<file path="config.mk">
export PLATFORM = sky130hd
export DESIGN_NAME = mc_ctrl_fsm
export DESIGN_NICKNAME = d
export VERILOG_FILES = /design/src/rtl/mc_ctrl_pkg.sv /design/src/rtl/mc_ctrl_decode.sv /design/src/rtl/mc_ctrl_fsm.sv
export SDC_FILE = /design/constraint.sdc
export NUM_CORES = 1
export LEC_CHECK = 0
export ABC_AREA = 1
export CAP_MARGIN = 40
export CORE_UTILIZATION = 25
export CTS_CLUSTER_DIAMETER = 50
export DETAILED_ROUTE_END_ITERATION = 8
export PLACE_DENSITY_LB_ADDON = 0.25
export SLEW_MARGIN = 20
export SYNTH_ARGS = -nofsm -noshare
export SYNTH_HDL_FRONTEND = slang
export SYNTH_SLANG_ARGS = --single-unit
export TNS_END_PERCENT = 10
</file>
<file path="constraint.sdc">
create_clock -name clk -period 1.54 [get_ports clk]
set_input_delay 0.385 -clock clk [delete_from_list [all_inputs] [get_ports clk]]
set_output_delay 0.385 -clock clk [all_outputs]
set_load 0.005 [all_outputs]
</file>
<file path="src/rtl/mc_ctrl_pkg.sv">
//------------------------------------------------------------------------------
// mc_ctrl_pkg : opcode/func constants, state encodings and datapath select codes
//               shared by the multi-cycle MIPS-lite control sequencer.
// Revision    : 1.0  initial release
//------------------------------------------------------------------------------
`default_nettype none

package mc_ctrl_pkg;

  localparam logic [5:0] c_op_rtype = 6'h00;
  localparam logic [5:0] c_op_j     = 6'h02;
  localparam logic [5:0] c_op_jal   = 6'h03;
  localparam logic [5:0] c_op_beq   = 6'h04;
  localparam logic [5:0] c_op_ori   = 6'h0d;
  localparam logic [5:0] c_op_lui   = 6'h0f;
  localparam logic [5:0] c_op_lw    = 6'h23;
  localparam logic [5:0] c_op_sw    = 6'h2b;
  localparam logic [5:0] c_op_bsoal = 6'h3f;

  localparam logic [5:0] c_fn_jr  = 6'h08;
  localparam logic [5:0] c_fn_add = 6'h20;
  localparam logic [5:0] c_fn_sub = 6'h22;

  typedef enum logic [2:0] {
    S_FETCH  = 3'd0,
    S_DECODE = 3'd1,
    S_EXEC   = 3'd2,
    S_MEM    = 3'd3,
    S_WB     = 3'd4
  } state_t;

  localparam logic [1:0] c_npc_pc4    = 2'd0;
  localparam logic [1:0] c_npc_jump   = 2'd1;
  localparam logic [1:0] c_npc_branch = 2'd2;
  localparam logic [1:0] c_npc_jr     = 2'd3;

  localparam logic [1:0] c_dst_rt = 2'd0;
  localparam logic [1:0] c_dst_rd = 2'd1;
  localparam logic [1:0] c_dst_ra = 2'd2;

  localparam logic [1:0] c_m2r_alu  = 2'd0;
  localparam logic [1:0] c_m2r_dm   = 2'd1;
  localparam logic [1:0] c_m2r_link = 2'd2;

  localparam logic [2:0] c_alu_add = 3'd0;
  localparam logic [2:0] c_alu_sub = 3'd1;
  localparam logic [2:0] c_alu_or  = 3'd2;
  localparam logic [2:0] c_alu_lui = 3'd3;

  // Exactly one field is set for any op/func pair.
  typedef struct packed {
    logic add;
    logic sub;
    logic ori;
    logic lui;
    logic lw;
    logic sw;
    logic beq;
    logic j;
    logic jal;
    logic jr;
    logic bsoal;
    logic ill;
  } instr_cls_t;

endpackage

`default_nettype wire

</file>
<file path="src/rtl/mc_ctrl_decode.sv">
//------------------------------------------------------------------------------
// mc_ctrl_decode : combinational op/func -> one-hot instruction class.
//                  BSOAL_CTRL_EN makes op 6'b111111 (bsoal) legal.
// Revision       : 1.0  initial release
//------------------------------------------------------------------------------
`default_nettype none

module mc_ctrl_decode
  import mc_ctrl_pkg::*;
(
  input  logic [5:0] i_op,
  input  logic [5:0] i_func,
  output instr_cls_t o_cls
);

  always_comb begin
    o_cls = '0;
    case (i_op)
      c_op_rtype: begin
        case (i_func)
          c_fn_add: o_cls.add = 1'b1;
          c_fn_sub: o_cls.sub = 1'b1;
          c_fn_jr:  o_cls.jr  = 1'b1;
          default:  o_cls.ill = 1'b1;
        endcase
      end
      c_op_ori: o_cls.ori = 1'b1;
      c_op_lui: o_cls.lui = 1'b1;
      c_op_lw:  o_cls.lw  = 1'b1;
      c_op_sw:  o_cls.sw  = 1'b1;
      c_op_beq: o_cls.beq = 1'b1;
      c_op_j:   o_cls.j   = 1'b1;
      c_op_jal: o_cls.jal = 1'b1;
`ifdef BSOAL_CTRL_EN
      c_op_bsoal: o_cls.bsoal = 1'b1;
`endif
      default:  o_cls.ill = 1'b1;
    endcase
  end

endmodule

`default_nettype wire

</file>
<file path="src/rtl/mc_ctrl_fsm.sv">
//------------------------------------------------------------------------------
// mc_ctrl_fsm : multi-cycle FETCH/DECODE/EXEC/MEM/WB control sequencer with
//               DM timeout and retired-instruction counter (BSOAL_CTRL_EN option).
// Revision    : 1.0  initial release
//------------------------------------------------------------------------------
`default_nettype none

module mc_ctrl_fsm
  import mc_ctrl_pkg::*;
#(
  parameter int MEM_TIMEOUT = 15,
  parameter int CNT_W       = 32
) (
  input  logic             clk,
  input  logic             reset,
  input  logic [5:0]       op,
  input  logic [5:0]       func,
  input  logic             cmp_eq,
  input  logic             b_parity,
  input  logic             mem_ready,
  output logic             ir_we,
  output logic             ab_we,
  output logic             pc_we,
  output logic [1:0]       npc_op,
  output logic             br_take,
  output logic             reg_we,
  output logic [1:0]       reg_dst,
  output logic [1:0]       mem_to_reg,
  output logic             ext_op,
  output logic             alu_src,
  output logic [2:0]       alu_ctrl,
  output logic             mem_req,
  output logic             mem_we,
  output logic             mem_err,
  output logic             illegal,
  output logic [CNT_W-1:0] retired,
  output logic [2:0]       state
);

  // r_wait counts completed MEM cycles, so the abort lands on MEM cycle MEM_TIMEOUT.
  localparam logic [7:0] c_wait_last = 8'(MEM_TIMEOUT - 1);

  state_t           r_state;
  state_t           w_state_nx;
  logic [7:0]       r_wait;
  logic [CNT_W-1:0] r_retired;
  logic             w_retire;
  instr_cls_t       w_cls;

  mc_ctrl_decode u_decode (
    .i_op   (op),
    .i_func (func),
    .o_cls  (w_cls)
  );

  always_ff @(posedge clk) begin
    if (reset) begin
      r_state   <= S_FETCH;
      r_wait    <= 8'd0;
      r_retired <= '0;
    end else begin
      r_state <= w_state_nx;
      r_wait  <= (r_state == S_MEM) ? r_wait + 8'd1 : 8'd0;
      if (w_retire) r_retired <= r_retired + CNT_W'(1);
    end
  end

  always_comb begin
    w_state_nx = S_FETCH;
    w_retire   = 1'b0;
    ir_we      = 1'b0;
    ab_we      = 1'b0;
    pc_we      = 1'b0;
    npc_op     = c_npc_pc4;
    br_take    = 1'b0;
    reg_we     = 1'b0;
    reg_dst    = c_dst_rt;
    mem_to_reg = c_m2r_alu;
    ext_op     = 1'b0;
    alu_src    = 1'b0;
    alu_ctrl   = c_alu_add;
    mem_req    = 1'b0;
    mem_we     = 1'b0;
    mem_err    = 1'b0;
    illegal    = 1'b0;
    if (!reset) begin
      // ALU controls stay put through MEM/WB so the address and result hold steady.
      if (r_state inside {S_EXEC, S_MEM, S_WB}) begin
        alu_src = w_cls.ori | w_cls.lui | w_cls.lw | w_cls.sw;
        ext_op  = w_cls.lw | w_cls.sw | w_cls.beq;
        if (w_cls.sub | w_cls.beq) alu_ctrl = c_alu_sub;
        else if (w_cls.ori)        alu_ctrl = c_alu_or;
        else if (w_cls.lui)        alu_ctrl = c_alu_lui;
      end
      case (r_state)
        S_FETCH: begin
          ir_we      = 1'b1;
          w_state_nx = S_DECODE;
        end
        S_DECODE: begin
          ab_we = 1'b1;
          if (w_cls.j | w_cls.jal) begin
            pc_we    = 1'b1;
            npc_op   = c_npc_jump;
            w_retire = 1'b1;
            if (w_cls.jal) begin
              reg_we     = 1'b1;
              reg_dst    = c_dst_ra;
              mem_to_reg = c_m2r_link;
            end
          end else if (w_cls.jr) begin
            pc_we    = 1'b1;
            npc_op   = c_npc_jr;
            w_retire = 1'b1;
          end else if (w_cls.ill) begin
            illegal = 1'b1;
            pc_we   = 1'b1;
          end else begin
            w_state_nx = S_EXEC;
          end
        end
        S_EXEC: begin
          if (w_cls.beq) begin
            pc_we    = 1'b1;
            npc_op   = c_npc_branch;
            br_take  = cmp_eq;
            w_retire = 1'b1;
          end else if (w_cls.bsoal) begin
            pc_we      = 1'b1;
            npc_op     = c_npc_branch;
            br_take    = b_parity;
            reg_we     = b_parity;
            reg_dst    = c_dst_ra;
            mem_to_reg = c_m2r_link;
            w_retire   = 1'b1;
          end else if (w_cls.lw | w_cls.sw) begin
            w_state_nx = S_MEM;
          end else begin
            w_state_nx = S_WB;
          end
        end
        S_MEM: begin
          mem_req = 1'b1;
          mem_we  = w_cls.sw;
          if (mem_ready) begin
            if (w_cls.sw) begin
              pc_we    = 1'b1;
              w_retire = 1'b1;
            end else begin
              w_state_nx = S_WB;
            end
          end else if (r_wait == c_wait_last) begin
            mem_err = 1'b1;
            pc_we   = 1'b1;
          end else begin
            w_state_nx = S_MEM;
          end
        end
        S_WB: begin
          reg_we   = 1'b1;
          pc_we    = 1'b1;
          w_retire = 1'b1;
          if (w_cls.lw)                  mem_to_reg = c_m2r_dm;
          else if (w_cls.add | w_cls.sub) reg_dst   = c_dst_rd;
        end
        default: ;
      endcase
    end
  end

  assign retired = r_retired;
  assign state   = r_state;

endmodule

`default_nettype wire
</file>
## Yosys cells after proc, flatten, opt, wreduce, memory -nomap -nowiden

Cells that the tools add are included.

- Input bits: 17
- Word-level logic and storage cells: 117
- Output and inout bits: 55
- Flip-flop bits (word level): 43

- Equality and inequality tests: 15
- Add/sub/neg operators: 2
- Muxes and demuxes: 82
- Reduce and logical (&&, ||, !) cells: 6
- Bitwise logic cells: 9

Operator list:

| cell | number |
|---|---|
| 1-bit two-way mux | 52 |
| 2-bit two-way mux | 18 |
| 32-bit by 1-bit adder with 32-bit output, second input constant | 1 |
| 6-bit == test, second input constant | 4 |
| 6-bit by 4-bit == test with 1-bit output, second input constant | 3 |
| 6-bit by 2-bit == test with 1-bit output, second input constant | 2 |
| 3-bit two-way mux | 4 |
| 2-bit one-hot mux with 2 select lines | 3 |
| 3-bit one-hot mux with 4 select lines | 1 |
| 8-bit by 1-bit adder with 8-bit output, second input constant | 1 |
| 8-bit by 4-bit == test with 1-bit output, second input constant | 1 |
| 1-bit bitwise OR | 8 |
| 1-bit one-hot mux with 4 select lines | 2 |
| 7-bit OR reduction | 1 |
| 3-bit by 2-bit == test with 1-bit output, second input constant | 2 |
| 6-bit by 3-bit == test with 1-bit output, second input constant | 1 |
| 6-bit logical NOT | 1 |
| 1-bit one-hot mux with 2 select lines | 2 |
| 3-bit by 1-bit == test with 1-bit output, second input constant | 1 |
| 3-bit == test, second input constant | 1 |
| 3-bit logical NOT | 1 |
| 3-bit nonzero test | 1 |
| 3-bit OR reduction | 1 |
| 2-bit OR reduction | 1 |
| 1-bit inverter | 1 |

## Logic depth before layout (Yosys ltp)

Gate-level depths: netlist (run 1).

- Depth in word-level cells: 9
- Mapped depth: 13
- Depth with buffers taken out: 12

## Hierarchy

A second synthesis (run 1) with hierarchy kept.

- Cell total of the unflattened synthesis: 463
- Area total of the unflattened synthesis: 2761.4 um^2

Modules (own cells, without submodules):

| module | seq. area each (um^2) | cells each | instances | area each (um^2) |
|---|---|---|---|---|
| mc_ctrl_fsm | 860.8 | 419 | 1 | 2557.5 |
| mc_ctrl_decode | 0.0 | 44 | 1 | 203.9 |

## Worst setup path before layout (run 1)

OpenSTA, ideal clock, no wires.

- Path kind: register to output
- Start point: register r_state[0] (netlist: state[0])
- End point: output port reg_dst[1]
- Cell stages (with the launch flop): 8
- Path slack: -248 ps
- Arrival: 1403 ps
- Path buffers: 1
- Data required time: 1155 ps
- Path through: dfxtp_1 inv_1 nor3_1 inv_1 nor2_1 inv_1 nor3_1 buf_4

- Longest elaborated chain between the ends: 3
- Elaborated cells between the ends (all ways): 4

Ends and longest elaborated chain:

| what | line | source |
|---|---|---|
| from (decl) | mc_ctrl_fsm.sv:43 | `state_t r_state;` |
| from (signal assigned) | mc_ctrl_fsm.sv:62 | `r_state <= w_state_nx;` |
| 3-bit == test / 3-bit by 1-bit == test with 1-bit output (equally long branches) | mc_ctrl_fsm.sv:95 | `case (r_state)` |
| 2-bit one-hot mux with 2 select lines (*) | mc_ctrl_fsm.sv:95 |  |
| 2-bit two-way mux (*) | mc_ctrl_fsm.sv:86 | `if (!reset) begin` |
| to (decl) | mc_ctrl_fsm.sv:27 | `output logic [1:0] reg_dst,` |

Every way passes the cells marked *; elsewhere a longest branch is shown, timed or not.

## Worst setup path after layout (run 1)

- Start point: input port op[3]
- End point: output port pc_we

- Longest elaborated chain between the ends: 8
- Elaborated cells between the ends (all ways): 24

Ends and longest elaborated chain:

| what | line | source |
|---|---|---|
| from (decl) | mc_ctrl_fsm.sv:16 | `input logic [5:0] op,` |
| 6-bit by 4-bit == test with 1-bit output (tied with other cells) | mc_ctrl_decode.sv:18 | `case (i_op)` |
| 7-bit OR reduction (no source line) | - |  |
| 1-bit one-hot mux with 2 select lines | mc_ctrl_decode.sv:18 |  |
| 1-bit two-way mux | mc_ctrl_fsm.sv:115 | `end else if (w_cls.ill) begin` |
| 1-bit two-way mux | mc_ctrl_fsm.sv:111 | `end else if (w_cls.jr) begin` |
| 1-bit two-way mux | mc_ctrl_fsm.sv:102 | `if (w_cls.j \| w_cls.jal) begin` |
| 1-bit one-hot mux with 4 select lines (*) | mc_ctrl_fsm.sv:95 |  |
| 1-bit two-way mux (*) | mc_ctrl_fsm.sv:86 |  |
| to (decl) | mc_ctrl_fsm.sv:23 | `output logic pc_we,` |

Marks and branches as above.

==> impl_metrics.ini, run 1 <==
[logic_synthesis]
synth_flop_cell = dfxtp_1
post-synth-top-area-fraction_pct = 29.7
number_of_synthesized_flops_with_an_enable_pin = 0
synth_most_common_cell = nand2_1
ys_ff_latch = 43
yosysWarnings = 0
synthTopCellsByArea = dfxtp_1, nand2_1, nor2_1, inv_1, nand3_1
post_synth_most_frequent_cells = nand2_1, nor2_1, inv_1
synthesis.nets = 518
netlist-cell-type-count = 33
synth.cell_area_um2 = 2890
synth_top_area_cell = dfxtp_1
ys_async_sr_fraction_pct = 0
seq_area_frac_synth_pct = 29.7
syn-mean-instance-area_um2 = 5.81
synthesis.instances = 498

[worst_setup_path]
worst_ep_required_time_ns = 1.15
worst_path_most_repeated_cell = nand2_2
cp.buffers_inverters = 3
cp_data_arrival_time_ns = 1.52
critPathKind = in -> out
cpLargestDelayFamily = simple AND/OR/NAND/NOR gates
critical_path.max_fanout = 3
setup.worst_path.start_class = input pin
crit_path_max_incr_delay_ns = 0.16
worst_path_max_delay_cell = nand3b_1
path_cells = buf_8 -> buf_6 -> nand2_2 -> nand3b_1 -> nand3_1 -> nor2_1 -> nand2_1 -> nand2_2 -> nand2_2 -> a21oi_2 -> buf_2
element_type_at_the_critical_path_end = output pin

[clocking]
ctsHoldBuffers = 0
cts_root_buffer = clkbuf_16
clock_tree.htree_level_count = 2
cts_tree = built
inserted_clock_buffers = 5
clk_transition_reported_paths_ns = 0.06
clock_tree.buffer_depth = 2
clk_latency_ns = 0.28
clock_sink_count = 43

[route]
drcViolationCount = 0
antenna_violating_nets_post_route = 0
vias_per_std_cell = 4.45
routed_wl_um = 9370
drt_iter0_markers = 98
first_pass_iters = 4
routedWlPerCell_um = 11.6
routed-via-count = 3593

[worst_hold_path]
worstHoldPathType = in -> reg

[run_status]
outcome = complete, but fails checks
failing_checks = negative setup slack

[place]
port-buffer-count = 69
globalplace.congestion = 0.871
dp.cells = 777
place.detailed.hpwl_um = 6650

[final_layout]
fin_nets = 686
drive_above_1_share_pct = 39.7
num-fill-cells = 1140
post_layout_nonfiller_instances = 807
antennaDiodeCount = 0
area_delta_synth_final_pct = 69.3

[timing]
timing_max_transition_violations_final = 0
finalCritPeriodShare_pct = 124
report.final.setup_viol = 47
worst_hold_slack_ns = 0.467
achievable-frequency_ghz = 0.525
post-route-worst-setup-slack_ns = -0.365
period_minus_slack_ns = 1.90
timing.final.hold_violations = 0
rsz0062_at_grt = true
worst_clock_skew_ns = 0.0105

[floorplan]
boundaryPins = 72
initial_core_util_pct = 26.1
core_area_um2 = 11100
die_area_um2 = 12000
fp.dieW_um = 110
core.rowCount = 38
die_y_um = 110

[grt]
vias_in_the_first_global_route = 3537
antenna_found_initial = 0
globalRouteOverflowTotal = 0
grt_max_degree = 29
grt_first_pass_wirelength_um = 15400
grt_util_all_layers_pct = 16.0

[power]
leakage_dissipation_nw = 2.32
power.ir.vdd_worst_uv = 443
report.power.total_mw = 2.45
power.density_nw_per_um2 = 500

[job]
cap_viol_max_count = 0
flip-flops by register name, indices dropped and copies added, names as in the netlist:
name and count:
r_wait 8, retired 32, state 3
layout make-up:
type | instances | area, um2 | area share, %
timing repair buffer | 173 | 1420 | 29.0
clock buffer | 6 | 129 | 2.63
clock inverter | 2 | 12.5 | 0.255
tap | 140 | 175 | 3.58
sequential | 43 | 933 | 19.1
multi-input combinational | 376 | 1970 | 40.2
inverter | 67 | 256 | 5.23
worst paths after layout:
check                     end  slack, ns  cells past startpoint   startpoint
hold reg to reg   retired[30]       0.50                      2  retired[30]
setup / recovery        pc_we      -0.36                     11        op[3]
hold / removal     retired[1]       0.47                      2        reset
setup reg to reg  retired[22]      -0.06                     11   retired[0]
timing repair:
action                                 CTS  global route
setup endpoints to repair               89            57
buffers inserted                        20             3
resized for setup                      260            45
pin swaps                               34            24
endpoints found under the hold margin    0             0
metal layers:
metal	global-route usage, %	share of wire (%)	routed length [um]
met5	0	0	0
met4	4.86	2.4	225
met3	3.14	3.6	341
met2	30.2	51	4800
met1	18.0	43	4010
placed cells by master (no fill, tap or decap), types with 2 or more instances in the layout:
cell type	synthesis	layout
nand2_1	136	121
buf_4	5	98
nor2_1	105	83
inv_1	65	55
nand3_1	46	40
dlygate4sd2_1	0	29
a21oi_1	27	22
dfxtp_2	0	22
nand2_2	8	20
nor2_2	7	19
buf_2	1	18
buf_6	1	13
dfxtp_4	0	12
nor2_4	1	11
inv_2	2	10
dfxtp_1	43	9
nor3_1	10	6
clkdlybuf4s15_2	0	6
nand4_1	5	5
a21oi_2	0	5
clkbuf_16	0	5
dlymetal6s2s_1	0	5
nand3_2	1	4
nand2_4	1	4
o21ai_1	0	4
o21ai_0	8	4
nand3_4	0	3
a31oi_1	3	3
xor2_1	3	3
ha_1	3	3
nor3_4	0	2
inv_4	0	2
nor3_2	0	2
nor4_1	3	2
buf_12	1	2
through the flow:
step           cell area, um2  worst slack [ns]  util (%)  setup TNS [ns]
2_1_floorplan            2910           -0.0310         -         -0.0310
3_3_place_gp             4320             -1.07      39.0          -38.97
3_5_place_dp             4320             -1.10      39.0          -40.40
4_1_cts                  4750            -0.361      42.9           -5.42
5_1_grt                  4900            -0.441      44.2          -10.47
6_report                 4900            -0.365      44.2           -5.68
where the power goes:
group / switching, mW / internal [mW]
sequential: 0.00432 / 1.10
clock: 0.436 / 0.599
combinational: 0.163 / 0.153
total: 0.604 / 1.85
logic make-up (layout without fill, tap and decap cells):
kind of cell,Yosys count,count (layout),synth area share (%)
simple gates,328,328,48.7
buf+inv,79,248,11.8
flops,43,43,29.7
compound gates,41,41,7.48
fa+ha+maj,3,3,1.30
xor+xnor,3,3,0.908
other cells,1,1,0.130
worst register-to-register path, delay by kind of cell (launching register included):
kind	cells	cell delay [ns]
AND/OR/NAND/NOR	9	0.94
flip-flops	1	0.34
buffers and inverters	1	0.08
adder cells (fa/ha/maj)	1	0.19
No activity file was read; power rests on OpenSTA's default activity.
==> run 2, diff against run 1 <==
--- a/config.mk
+++ b/config.mk
@@ -15,4 +15,4 @@
 export SYNTH_ARGS = -nofsm -noshare
 export SYNTH_HDL_FRONTEND = slang
 export SYNTH_SLANG_ARGS = --single-unit
-export TNS_END_PERCENT = 10
+export TNS_END_PERCENT = 20
==> run 2 against run 1 <==
The flow still finishes with violations (negative setup slack). Sequential power barely moved. Via count fell by 0.11%. First-iteration DRC count rose by 6.1%. Clock power barely moved. Cell area rose by 0.33%. Setup slack improved by 0.0089 ns. Count of clock-buffer cells in the layout did not move. Hold slack improved by 0.024 ns. Power fell by 0.11%. Combinational power barely moved. Critical path type unchanged. Largest power group unchanged.
==> impl_metrics.ini, run 2 (synthesis gave the netlist of run 1 again) <==
[route]
vias_per_std_cell = 4.46
drt_iter0_markers = 104
antenna_violating_nets_post_route = 0
routed_wl_um = 9400
first_pass_iters = 5
routedWlPerCell_um = 11.7
routed-via-count = 3589
drcViolationCount = 0

[timing]
achievable-frequency_ghz = 0.527
report.final.setup_viol = 47
finalCritPeriodShare_pct = 123
period_minus_slack_ns = 1.90
post-route-worst-setup-slack_ns = -0.356
rsz0062_at_grt = true
worst_clock_skew_ns = 0.0101
timing_max_transition_violations_final = 0
timing.final.hold_violations = 0

[grt]
grt_util_all_layers_pct = 16.1
globalRouteOverflowTotal = 0
grt_first_pass_wirelength_um = 15400
grt.busiest_layer = met2
grt_max_degree = 29
global_route.usage.met1_pct = 18.0
globalRouteMet2Util_pct = 30.7
antenna_found_initial = 0
met3_use_gr_pct = 3.02
vias_in_the_first_global_route = 3519

[clocking]
clock_tree.buffer_depth = 2
clk_transition_reported_paths_ns = 0.06
clk_latency_ns = 0.28
clock_tree.htree_level_count = 2
clock_sink_count = 43
cts_tree = built
cts_root_buffer = clkbuf_16
inserted_clock_buffers = 5

[final_layout]
drive_above_1_share_pct = 40.3
multi_input_area_um2 = 1990
num-fill-cells = 1144
antennaDiodeCount = 0
fin_nets = 684
mostFrequentLayoutCell = nand2_1
final_core_util_pct = 44.4
area_delta_synth_final_pct = 69.9
final_cell_mix = nand2_1, buf_4, nor2_1
regArea_um2 = 933
flip_flop_count_of_the_largest_register_all_copies_and_words_added = 32

[worst_setup_path]
worst_path_most_repeated_cell = nand2_2
worst_ep_required_time_ns = 1.15
worstRegToRegCells = 10
r2r-end = retired[24]
critical_path.max_fanout = 3
setup.worst_path.start_class = input pin
worst_path_max_delay_cell = nand3b_1
crit_path_end = pc_we
critPathKind = in -> out
worstSetupStartpoint = op[3]
path_cells = buf_8 -> buf_6 -> nand2_2 -> nand3b_1 -> nand3_1 -> nor2_1 -> nand2_1 -> nand2_2 -> nand2_2 -> a21oi_2 -> buf_2
worst-r2r-setup-slack_ns = -0.06
r2r_start = retired[0]
crit_path_max_incr_delay_ns = 0.14
cp_data_arrival_time_ns = 1.51
element_type_at_the_critical_path_end = output pin

[floorplan]
core_area_um2 = 11100
die_area_um2 = 12000
initial_core_util_pct = 26.1
boundaryPins = 72
die_y_um = 110
core.rowCount = 38
fp.dieW_um = 110

[place]
port-buffer-count = 69
place.detailed.hpwl_um = 6650
globalplace.congestion = 0.871
pre_cts_slack_ns = -1.10

[worst_hold_path]
worstHoldPathType = in -> reg
worstHoldStart = reset

[power]
power.ir.vdd_worst_uv = 440
leakage_dissipation_nw = 2.33
report.power.total_mw = 2.45
power.density_nw_per_um2 = 498

[run_status]
outcome = complete, but fails checks
failing_checks = negative setup slack

[job]
cap_viol_max_count = 0
[run 2: cell types whose count changed in the layout (fill, tap and decap cells not counted), sizes merged]
cell	previous run	this run
dlygate4sd2	29	28
clkdlybuf4s15	6	3
buf	132	133
clkbuf	6	7
[run 2: repair_timing]
action,4_1_cts,5_1_grt
hold endpoints to repair,0,0
resized for setup,276,49
setup buffers,22,4
endpoints found under the setup margin,89,57
pin swaps,37,28
hold buffers,0,0
[run 2: final cells by class]
| class | count | share of cell area [%] |
|---|---|---|
| Clock inverter | 2 | 0.255 |
| Clock buffer | 6 | 2.62 |
| Inverter | 67 | 5.22 |
| Timing Repair Buffer | 171 | 28.9 |
| Tap cell | 140 | 3.56 |
| Sequential cell | 43 | 19.0 |
| Multi-Input combinational cell | 376 | 40.5 |
[run 2: metal layers]
layer  wire (um)  vias up  share of wire [%]
met4         167        0                1.8
met1        3990     1605                 42
li1            -     1892                  -
met2        4880       74                 52
met3         364       18                3.9
met5           0        -                  0
[run 2: worst max-delay path: cells and delay by family]
kind,cells,cell delay [ns]
AO/OA/AOI/OAI,1,0.14
AND/OR/NAND/NOR,7,0.63
buffers and inverters,3,0.35
[run 2: report_power, final]
group	total, mW	internal, mW	switching [mW]
sequential	1.10	1.10	0.00463
clock	1.03	0.599	0.433
combinational	0.316	0.153	0.163
[run 2: worst min path at each step]
stage | depth (start not counted) | slack [ns] | endpoint
floorplan | 1 | 0.43 | r_wait[0]
global placement | 2 | 0.48 | retired[31]
detailed placement | 2 | 0.50 | r_wait[3]
CTS | 2 | 0.45 | retired[1]
global route | 2 | 0.51 | retired[1]
finish | 2 | 0.49 | retired[1]
[run 2: through the flow]
step                      hold slack [ns]  setup TNS (ns)  std cells  area [um2]
after CTS                           0.449           -5.36        806        4790
after floorplan                     0.430         -0.0310        498        2910
final                               0.492           -5.23        805        4920
after global placement              0.476          -38.97        777        4320
after detailed placement            0.497          -40.40        777        4320
after global routing                0.512           -9.58        805        4920
==> run 3, diff against run 2 <==
==> constraint.sdc (replaced) <==
create_clock -name clk -period 1.61 [get_ports clk]
set_input_delay 0.4025 -clock clk [delete_from_list [all_inputs] [get_ports clk]]
set_output_delay 0.4025 -clock clk [all_outputs]
set_load 0.005 [all_outputs]
==> run 3 against run 2 <==
Count of clock-buffer cells in the layout is 1 lower. Cell area grew 4.2%. Utilization increased by 1.9 points. Setup slack better by 0.11 ns. Highest routed layer unchanged. Clock power grew 16%. Sequential share of layout area fell by 0.67 points. Clock skew is essentially flat. The run still ends with negative setup slack left. Via count rose by 1.7%. Critical endpoint is now reg_we.
==> impl_metrics.ini, run 3 (synthesis gave the netlist of run 1 again) <==
[timing]
rsz0062_at_grt = true
timing_max_transition_violations_final = 0
worst_hold_slack_ns = 0.488
achievable-frequency_ghz = 0.539
report.final.setup_viol = 20
post-route-worst-setup-slack_ns = -0.244
period_minus_slack_ns = 1.85
timing.final.hold_violations = 0
finalCritPeriodShare_pct = 115
worst_clock_skew_ns = 0.00958

[route]
antenna_violating_nets_post_route = 0
drcViolationCount = 0
first_pass_iters = 4
vias_per_std_cell = 4.55
routedWlPerCell_um = 12.1
routed_wl_um = 9680
drt_iter0_markers = 83
routed-via-count = 3651

[grt]
vias_in_the_first_global_route = 3429
grt_max_degree = 29
grt_util_all_layers_pct = 16.0
globalRouteOverflowTotal = 0
antenna_found_initial = 0
grt_first_pass_wirelength_um = 15100

[power]
sequentialPowerShare_pct = 41.0
cellInternalPower_mw = 1.94
power.density_nw_per_um2 = 500
report.power.total_mw = 2.56
leakage_dissipation_nw = 2.35
power.net_switching_uw = 621
power.share.switching_pct = 24.2
combPwrFrac_pct = 12.8
clock_power_share_pct = 46.3
power.ir.vdd_worst_uv = 523

[floorplan]
initial_core_util_pct = 26.1
fp.dieW_um = 110
core_area_um2 = 11100
boundaryPins = 72
die_area_um2 = 12000
core.rowCount = 38
die_y_um = 110

[worst_setup_path]
critPathKind = reg -> out
worst-r2r-setup-slack_ns = 0.02
r2r_start = retired[0]
crit_path_max_incr_delay_ns = 0.39
worst_ep_required_time_ns = 1.21
path_cells = nor3_4 -> inv_2 -> nor2_4 -> inv_2 -> o31ai_2 -> buf_2
setup.worst_path.start_class = register
worstSetupStartpoint = state[1]
element_type_at_the_critical_path_end = output pin
worst_path_max_delay_cell = dfxtp_4
critical_path.max_fanout = 5
cp_data_arrival_time_ns = 1.45
worst_path_most_repeated_cell = inv_2

[final_layout]
num-fill-cells = 1138
antennaDiodeCount = 0
final_cell_mix = nand2_1, buf_4, nor2_1
stdcell_area_um2 = 5120
mostFrequentLayoutCell = nand2_1
area_delta_synth_final_pct = 77.0
drive_above_1_share_pct = 43.7
multi_input_area_um2 = 2120
regArea_um2 = 938
flip_flop_count_of_the_largest_register_all_copies_and_words_added = 32
fin_nets = 682
final_core_util_pct = 46.3

[place]
place.detailed.hpwl_um = 6780
port-buffer-count = 69
globalplace.congestion = 0.877
pre_cts_slack_ns = -1.01
postPlaceCellArea_um2 = 4250

[worst_hold_path]
worstHoldStart = retired[30]
worstHoldPathType = reg -> reg

[run_status]
failing_checks = negative setup slack
outcome = complete, but fails checks

[clocking]
clk_latency_ns = 0.29
clock_tree.htree_level_count = 2
ctsHoldBuffers = 0
inserted_clock_buffers = 5
clock_sink_count = 43
clock_tree.buffer_depth = 2
cts_root_buffer = clkbuf_16
cts_tree = built
clk_transition_reported_paths_ns = 0.06

[job]
cap_viol_max_count = 0
## run 3: cell types whose count changed in the layout (fill, tap and decap cells not counted), sizes merged, moves of 2 or more
cell	change
buf	-4
dlygate4sd2	-16
clkdlybuf4s15	-2
clkdlybuf4s50	+17
## run 3: repair_timing
action | CTS | global route
gates resized for setup | 246 | 97
buffers inserted | 23 | 10
cloned | 0 | 2
endpoints found under the setup margin | 87 | 67
pin swaps | 43 | 42
## run 3: area by class of cell
class,instances,area share (%)
multi-input cells,376,41.3
repair buffers,169,28.6
flip-flops and latches,43,18.3
inverters,67,5.01
well taps,140,3.42
clock buffers,5,2.44
clock inverters,3,0.855
## run 3: metrics by stage
stage | std cells | TNS (ns)
2_1_floorplan | 498 | 0
3_3_place_gp | 766 | -35.58
3_5_place_dp | 766 | -37.26
4_1_cts | 796 | -7.28
5_1_grt | 803 | -7.20
6_report | 803 | -3.45
## run 3: path summary, 6_finish.rpt
check,to,cells past startpoint
worst max-delay path,reg_we,6
worst min-delay path,retired[30],2
worst max register to register,retired[20],11
worst min register to register,retired[30],2
## run 3: power groups by stage
stage | sequential, mW | combinational [mW] | clock [mW]
3_3_place_gp | 1.09 | 0.228 | 0
3_5_place_dp | 1.09 | 0.230 | 0
4_1_cts | 1.06 | 0.285 | 1.23
2_1_floorplan | 1.10 | 0.0902 | 0
5_1_grt | 1.05 | 0.353 | 1.28
6_report | 1.05 | 0.328 | 1.19
## run 3: worst max-delay path: cells and delay by family (launching register included)
family	cells	cell delay, ns
simple gates	2	0.32
buf+inv	3	0.30
compound gates	1	0.17
flops	1	0.39
## run 3: routing by layer
layer  wire length (um)  GRT usage (%)  vias up
met3                365           3.32       17
met5                  0              0        -
met4                213           5.52        0
met2               5010           29.3       72
met1               4090           18.2     1678
li1                   -              -     1884
